[config.mk]
export PLATFORM = sky130hd
export DESIGN_NAME = cpu_run_controller
export DESIGN_NICKNAME = d
export VERILOG_FILES = /design/src/rtl/cpu_dbg_pkg.sv /design/src/rtl/btn_debounce.sv /design/src/rtl/cpu_run_controller.sv
export SDC_FILE = /design/constraint.sdc
export NUM_CORES = 1
export LEC_CHECK = 0
export CAP_MARGIN = 20
export CORE_MARGIN = 4
export CORE_UTILIZATION = 58
export CTS_CLUSTER_SIZE = 12
export DETAILED_ROUTE_END_ITERATION = 7
export PLACE_DENSITY = 0.78
export SLEW_MARGIN = 25
export SYNTH_ARGS = -nofsm -noshare
export SYNTH_HDL_FRONTEND = slang
export SYNTH_SLANG_ARGS = --single-unit
[constraint.sdc]
create_clock -name CLK100MHZ -period 2.5 [get_ports CLK100MHZ]
set_input_delay 0.5 -clock CLK100MHZ [delete_from_list [all_inputs] [get_ports CLK100MHZ]]
set_output_delay 0.5 -clock CLK100MHZ [all_outputs]
set_load 0.005 [all_outputs]
[src/rtl/cpu_dbg_pkg.sv]
// Shared definitions for the debug-board run controller.
// Provides the FSM state encoding (as seen on state_out) and the default
// timing parameters used by the controller and its input conditioners.
package cpu_dbg_pkg;

   typedef enum logic [2:0] {
      S_RESET  = 3'd0,
      S_HALTED = 3'd1,
      S_RUN    = 3'd2,
      S_SLOW   = 3'd3,
      S_STEP   = 3'd4
   } state_t;

   localparam int unsigned DEF_DEBOUNCE_CYCLES   = 1_000_000;
   localparam int unsigned DEF_SLOW_TICK_CYCLES  = 50_000_000;
   localparam int unsigned DEF_RESET_HOLD_CYCLES = 16;
   localparam int unsigned DEF_CNT_W             = 16;

   // Width of a down/up counter that must hold values 0..n-1 (at least 1 bit).
   function automatic int unsigned cnt_width(input int unsigned n);
      return (n > 1) ? $clog2(n) : 1;
   endfunction

endpackage

[src/rtl/btn_debounce.sv]
// Input conditioner for one raw board button or switch.
// Two-flop synchroniser, then a stability counter: the debounced level only
// follows the synchronised input once it has differed from the current level
// for DEBOUNCE_CYCLES consecutive cycles. o_pulse is high for the single cycle
// in which the debounced level first reads 1.
// Ports:
//   i_clk    system clock
//   i_rst_n  asynchronous active-low reset (level clears to released)
//   i_raw    raw asynchronous input
//   o_level  debounced level
//   o_pulse  one-cycle rising-edge pulse of o_level
module btn_debounce
   import cpu_dbg_pkg::*;
#(
   parameter int unsigned DEBOUNCE_CYCLES = DEF_DEBOUNCE_CYCLES
) (
   input  logic i_clk,
   input  logic i_rst_n,
   input  logic i_raw,
   output logic o_level,
   output logic o_pulse
);

   localparam int unsigned CW = cnt_width(DEBOUNCE_CYCLES);
   localparam logic [CW-1:0] CMAX = CW'(DEBOUNCE_CYCLES - 1);

   logic          r_s1;
   logic          r_s2;
   logic [CW-1:0] r_cnt;
   logic          r_level;
   logic          r_pulse;

   always_ff @(posedge i_clk or negedge i_rst_n) begin
      if (!i_rst_n) begin
         r_s1    <= 1'b0;
         r_s2    <= 1'b0;
         r_cnt   <= '0;
         r_level <= 1'b0;
         r_pulse <= 1'b0;
      end else begin
         r_s1    <= i_raw;
         r_s2    <= r_s1;
         r_pulse <= 1'b0;
         if (r_s2 == r_level) begin
            // Any return to the accepted level restarts the stability window.
            r_cnt <= '0;
         end else if (r_cnt == CMAX) begin
            r_cnt   <= '0;
            r_level <= r_s2;
            r_pulse <= r_s2;
         end else begin
            r_cnt <= r_cnt + 1'b1;
         end
      end
   end

   assign o_level = r_level;
   assign o_pulse = r_pulse;

endmodule

[src/rtl/cpu_run_controller.sv]
// Run-control sequencer for the RISC-V core on the FPGA debug board.
// Drives the core's reset and halt lines from board buttons and a switch,
// supporting reset-hold, halted, full-speed run, slow run (one release per
// prescaler period) and single step, and counts the cycles the core advanced.
// Ports:
//   CLK100MHZ      system clock
//   RST_N          asynchronous active-low reset
//   btn_reset/run/step/halt  raw buttons
//   sw_slow        raw switch, 1 = slow run
//   cpu_rst_n_out  core reset, active low
//   halt_out       core halt, 1 = frozen
//   state_out      current FSM state
//   adv_count      cycles with the core released since the last core reset
module cpu_run_controller
   import cpu_dbg_pkg::*;
#(
   parameter int unsigned DEBOUNCE_CYCLES   = DEF_DEBOUNCE_CYCLES,
   parameter int unsigned SLOW_TICK_CYCLES  = DEF_SLOW_TICK_CYCLES,
   parameter int unsigned RESET_HOLD_CYCLES = DEF_RESET_HOLD_CYCLES,
   parameter int unsigned CNT_W             = DEF_CNT_W
) (
   input  logic             CLK100MHZ,
   input  logic             RST_N,
   input  logic             btn_reset,
   input  logic             btn_run,
   input  logic             btn_step,
   input  logic             btn_halt,
   input  logic             sw_slow,
   output logic             cpu_rst_n_out,
   output logic             halt_out,
   output logic [2:0]       state_out,
   output logic [CNT_W-1:0] adv_count
);

   localparam int unsigned PW = cnt_width(SLOW_TICK_CYCLES);
   localparam int unsigned HW = cnt_width(RESET_HOLD_CYCLES);
   localparam logic [PW-1:0] PMAX  = PW'(SLOW_TICK_CYCLES - 1);
   localparam logic [HW-1:0] HLOAD = HW'(RESET_HOLD_CYCLES - 1);

   logic w_p_reset;
   logic w_p_run;
   logic w_p_step;
   logic w_p_halt;
   logic w_slow;
   logic w_lvl_reset_unused;
   logic w_lvl_run_unused;
   logic w_lvl_step_unused;
   logic w_lvl_halt_unused;
   logic w_slow_pulse_unused;

   btn_debounce #(.DEBOUNCE_CYCLES(DEBOUNCE_CYCLES)) u_db_reset (
      .i_clk(CLK100MHZ), .i_rst_n(RST_N), .i_raw(btn_reset),
      .o_level(w_lvl_reset_unused), .o_pulse(w_p_reset)
   );
   btn_debounce #(.DEBOUNCE_CYCLES(DEBOUNCE_CYCLES)) u_db_run (
      .i_clk(CLK100MHZ), .i_rst_n(RST_N), .i_raw(btn_run),
      .o_level(w_lvl_run_unused), .o_pulse(w_p_run)
   );
   btn_debounce #(.DEBOUNCE_CYCLES(DEBOUNCE_CYCLES)) u_db_step (
      .i_clk(CLK100MHZ), .i_rst_n(RST_N), .i_raw(btn_step),
      .o_level(w_lvl_step_unused), .o_pulse(w_p_step)
   );
   btn_debounce #(.DEBOUNCE_CYCLES(DEBOUNCE_CYCLES)) u_db_halt (
      .i_clk(CLK100MHZ), .i_rst_n(RST_N), .i_raw(btn_halt),
      .o_level(w_lvl_halt_unused), .o_pulse(w_p_halt)
   );
   btn_debounce #(.DEBOUNCE_CYCLES(DEBOUNCE_CYCLES)) u_db_slow (
      .i_clk(CLK100MHZ), .i_rst_n(RST_N), .i_raw(sw_slow),
      .o_level(w_slow), .o_pulse(w_slow_pulse_unused)
   );

   state_t           r_state;
   state_t           w_next;
   logic             r_cpu_rst_n;
   logic             r_halt;
   logic [HW-1:0]    r_hold;
   logic [PW-1:0]    r_presc;
   logic [CNT_W-1:0] r_adv;
   logic             w_tick;

   // Next state; pulse priority is reset > halt > step > run.
   always_comb begin
      w_next = r_state;
      if (w_p_reset) begin
         w_next = S_RESET;
      end else begin
         case (r_state)
            S_RESET:  if (r_hold == '0) w_next = S_HALTED;
            S_HALTED: begin
               if (w_p_halt)      w_next = S_HALTED;
               else if (w_p_step) w_next = S_STEP;
               else if (w_p_run)  w_next = w_slow ? S_SLOW : S_RUN;
            end
            S_RUN: begin
               if (w_p_halt)    w_next = S_HALTED;
               else if (w_slow) w_next = S_SLOW;
            end
            S_SLOW: begin
               if (w_p_halt)     w_next = S_HALTED;
               else if (!w_slow) w_next = S_RUN;
            end
            S_STEP:   w_next = S_HALTED;
            default:  w_next = S_RESET;
         endcase
      end
   end

   // A release is due when the prescaler completes a period and we stay in S_SLOW.
   assign w_tick = (r_state == S_SLOW) && (w_next == S_SLOW) && (r_presc == PMAX);

   // Outputs are decoded from the next state so they align with state_out.
   always_ff @(posedge CLK100MHZ or negedge RST_N) begin
      if (!RST_N) begin
         r_state     <= S_RESET;
         r_cpu_rst_n <= 1'b0;
         r_halt      <= 1'b1;
      end else begin
         r_state     <= w_next;
         r_cpu_rst_n <= (w_next != S_RESET);
         r_halt      <= !((w_next == S_RUN) || (w_next == S_STEP) || w_tick);
      end
   end

   always_ff @(posedge CLK100MHZ or negedge RST_N) begin
      if (!RST_N) begin
         r_hold  <= HLOAD;
         r_presc <= '0;
         r_adv   <= '0;
      end else begin
         // Reloaded outside S_RESET and on any reset pulse, so each entry gets a full hold.
         if ((r_state != S_RESET) || w_p_reset) r_hold <= HLOAD;
         else if (r_hold != '0)                 r_hold <= r_hold - 1'b1;

         if ((r_state != S_SLOW) || (w_next != S_SLOW)) r_presc <= '0;
         else if (r_presc == PMAX)                      r_presc <= '0;
         else                                           r_presc <= r_presc + 1'b1;

         if (w_next == S_RESET)          r_adv <= '0;
         else if (!r_halt && r_cpu_rst_n) r_adv <= r_adv + 1'b1;
      end
   end

   assign cpu_rst_n_out = r_cpu_rst_n;
   assign halt_out      = r_halt;
   assign state_out     = r_state;
   assign adv_count     = r_adv;

endmodule
==> run metrics <==
status=completed; # DRC=0; Reg-to-Reg End=u_db_slow.r_cnt[14]; syn avg cell area=10.1 um2; Final Max Slew Viols=0; Starting Density=59.6%; Die Ht=128 um; final worst path period need=2.18 ns; CP required=2.79 ns; gpl congestion=0.853; CTS Hold Bufs=0; DR iter-0 viols=514; Reg-to-Reg Start=u_db_slow.r_cnt[6]; global-route wire length before repair=29,500 um; IO Pins=28; fraction of layout cells with a size suffix above 1=8.39%; Worst Setup End Kind=flop; Fin. Hold Viols=0; Most used DFF post-synth=dfrtp_1; postcts setup bufs=0; Layout area overhead=13.5%; die area=0.0164 mm2; total core area=0.0140 mm2; Clk pin slew, worst setup/hold paths=0.06 ns; vias in the first global route=6,411; Synth Cell Area=0.00834 mm2; first-pass detailed-route iteration total=4; Rows=43; total number of vias=6,371; post-route ant nets=0; grt ovf=0; initial antenna violation count=0; largest net degree at the start of global routing=56; type of the worst setup path=flop to flop; DR vias/cell=6.07; fmax=459 MHz; # port buffers=27; crit start category=flop; Total GRT Usage=21.9%; Root Buffer=clkbuf_16; PwrDens=605 mW/mm2; commonest non-fill, non-tap cell in the layout=dfrtp_1; Hold Path Class=primary input to asynchronous set/reset pin; clock buffer depth=2; VDD IR-drop max=0.000524 V; nets=872; most frequent cells in the layout=dfrtp_1 (165), nor2_1 (85), nand2_1 (52); clock sinks=170; WL per Instance=15.8 um; EDFF count, synth=0; #FFs+latches synth=170; Synth Instances=824; Setup-failing EPs final=0; total CTS buffers=17; Resized cells post-CTS=0; RSZ-0062 raised after global routing=no; Die Wd=128 um; worst-skew pair later-pin latency=0.43 ns; Distinct cells, synth=60; LEAKAGE=3.76 nW; Pwr Total=5.73 mW; reg2reg path depth=4; setup_tns=0 ns; TritonCTS clock tree=built; asr flop ratio synth=100%; max cap viols=0; worst slew pin tran=0.612 ns; relative slew slack=58.8%; routed wire length=16,600 um; Tcrit/Tclk final=87.1%; Max Clock Skew=0.00998 ns; worst endpoint data arrival time=2.46 ns; sequential area share after synthesis=51.1%; Critical Path Fanout Max=19; number of diodes=0; htree depth=4; hpwl dp=11,200 um; syn nets=839; r2r setup slk=0.32 ns; yosys warns=0
cells by family (layout without fill, tap and decap cells):
kind of cell / Yosys count / in the layout / synth area share (%)
adder cells (fa/ha/maj): 8 / 8 / 1.20
AO/OA/AOI/OAI: 112 / 112 / 8.59
flip-flops: 170 / 170 / 51.1
XOR/XNOR: 91 / 91 / 9.55
multiplexers: 11 / 11 / 1.47
AND/OR/NAND/NOR: 385 / 385 / 25.8
buffers and inverters: 47 / 93 / 2.32
Yosys cell counts (4+ instances only):
master    number  area share (%)
and2_1         6            0.45
nor3b_1        4            0.36
or4_4          4            0.54
nand3_1       50             3.0
xnor2_1       42             4.4
inv_1         22            0.99
or4_1         24             2.2
nand4b_1       4            0.42
and4_1        14             1.5
a21oi_1       43             2.6
mux2i_1        4            0.48
dfrtp_1      165              49
xor2_1        49             5.1
nand2_1       52             2.3
and4b_1        4            0.48
dfstp_2        5             1.6
o31ai_1       17             1.5
nor3_1        24             1.4
or3_1         26             1.9
ha_1           8             1.2
mux2_2         6            0.81
and3_1        10            0.75
nor2_1        85             3.8
a211oi_1       7            0.63
o21ai_0       20             1.2
nand4_1       34             2.5
nor4_1        17             1.3
o211ai_1       4            0.36
nor4b_1        5            0.52
clkbuf_1      20            0.90
area by class of cell:
type	instances	area [um2]
clock buffer	22	464
clock inverter	10	164
inverter	22	82.6
sequential	170	4260
fill	1024	4520
timing repair buffer	39	387
multi-input combinational	607	3890
tap	180	225
flip-flops by register name, indices dropped and copies added, names as in the netlist, 3 cells and up:
signal            flops
adv_count            16
r_presc              26
u_db_run.r_cnt       20
u_db_step.r_cnt      20
u_db_slow.r_cnt      20
u_db_reset.r_cnt     20
r_hold                4
u_db_halt.r_cnt      20
state_out             3
critical path, stage by stage, from the launching register on:
cell,delay [ns]
dfrtp_1,0.43
or4_1,0.53
or4_4,0.54
o21ai_4,0.42
nor2_1,0.12
how the worst max path moves through the flow:
stage                   startpoint                    to  slack [ns]  cells after the start
4_1_cts         u_db_slow.r_cnt[6]   u_db_slow.r_cnt[14]        0.31                      4
3_5_place_dp    u_db_slow.r_cnt[6]   u_db_slow.r_cnt[14]        0.31                      4
5_1_grt        u_db_reset.r_cnt[0]  u_db_reset.r_cnt[11]        0.15                      6
6_report        u_db_slow.r_cnt[6]   u_db_slow.r_cnt[14]        0.32                      4
3_3_place_gp    u_db_slow.r_cnt[6]     u_db_slow.o_level        0.36                      4
2_1_floorplan   u_db_slow.r_cnt[6]     u_db_slow.o_level        0.39                      4
report_power, final:
part / internal [mW] / leakage, nW / switching (mW)
logic: 0.0454 / 1.14 / 0.101
registers: 2.78 / 2.31 / 0.0271
clock network: 1.73 / 0.305 / 1.05
metrics by stage:
step	hold WS (ns)	util [%]	setup slack, ns	instance area, um2	instances
global route	0.0583	67.7	0.151	9470	1050
detailed placement	0.336	63.2	0.308	8840	1018
finish	0.0244	67.7	0.322	9470	1050
CTS	0.0357	67.7	0.312	9470	1050
floorplan	0.204	-	0.394	8340	824
global placement	0.334	63.2	0.359	8840	1018
routing by layer:
| metal | routed length [um] | vias up | share of wire [%] | global-route usage [%] |
|---|---|---|---|---|
| met5 | 0 | - | 0 | 0 |
| met4 | 287 | 0 | 1.7 | 7.80 |
| met3 | 628 | 26 | 3.8 | 4.17 |
| met2 | 8380 | 128 | 50 | 37.0 |
| met1 | 7310 | 3132 | 44 | 28.4 |
| li1 | - | 3085 | - | - |
No activity file was read; power rests on OpenSTA's default activity.
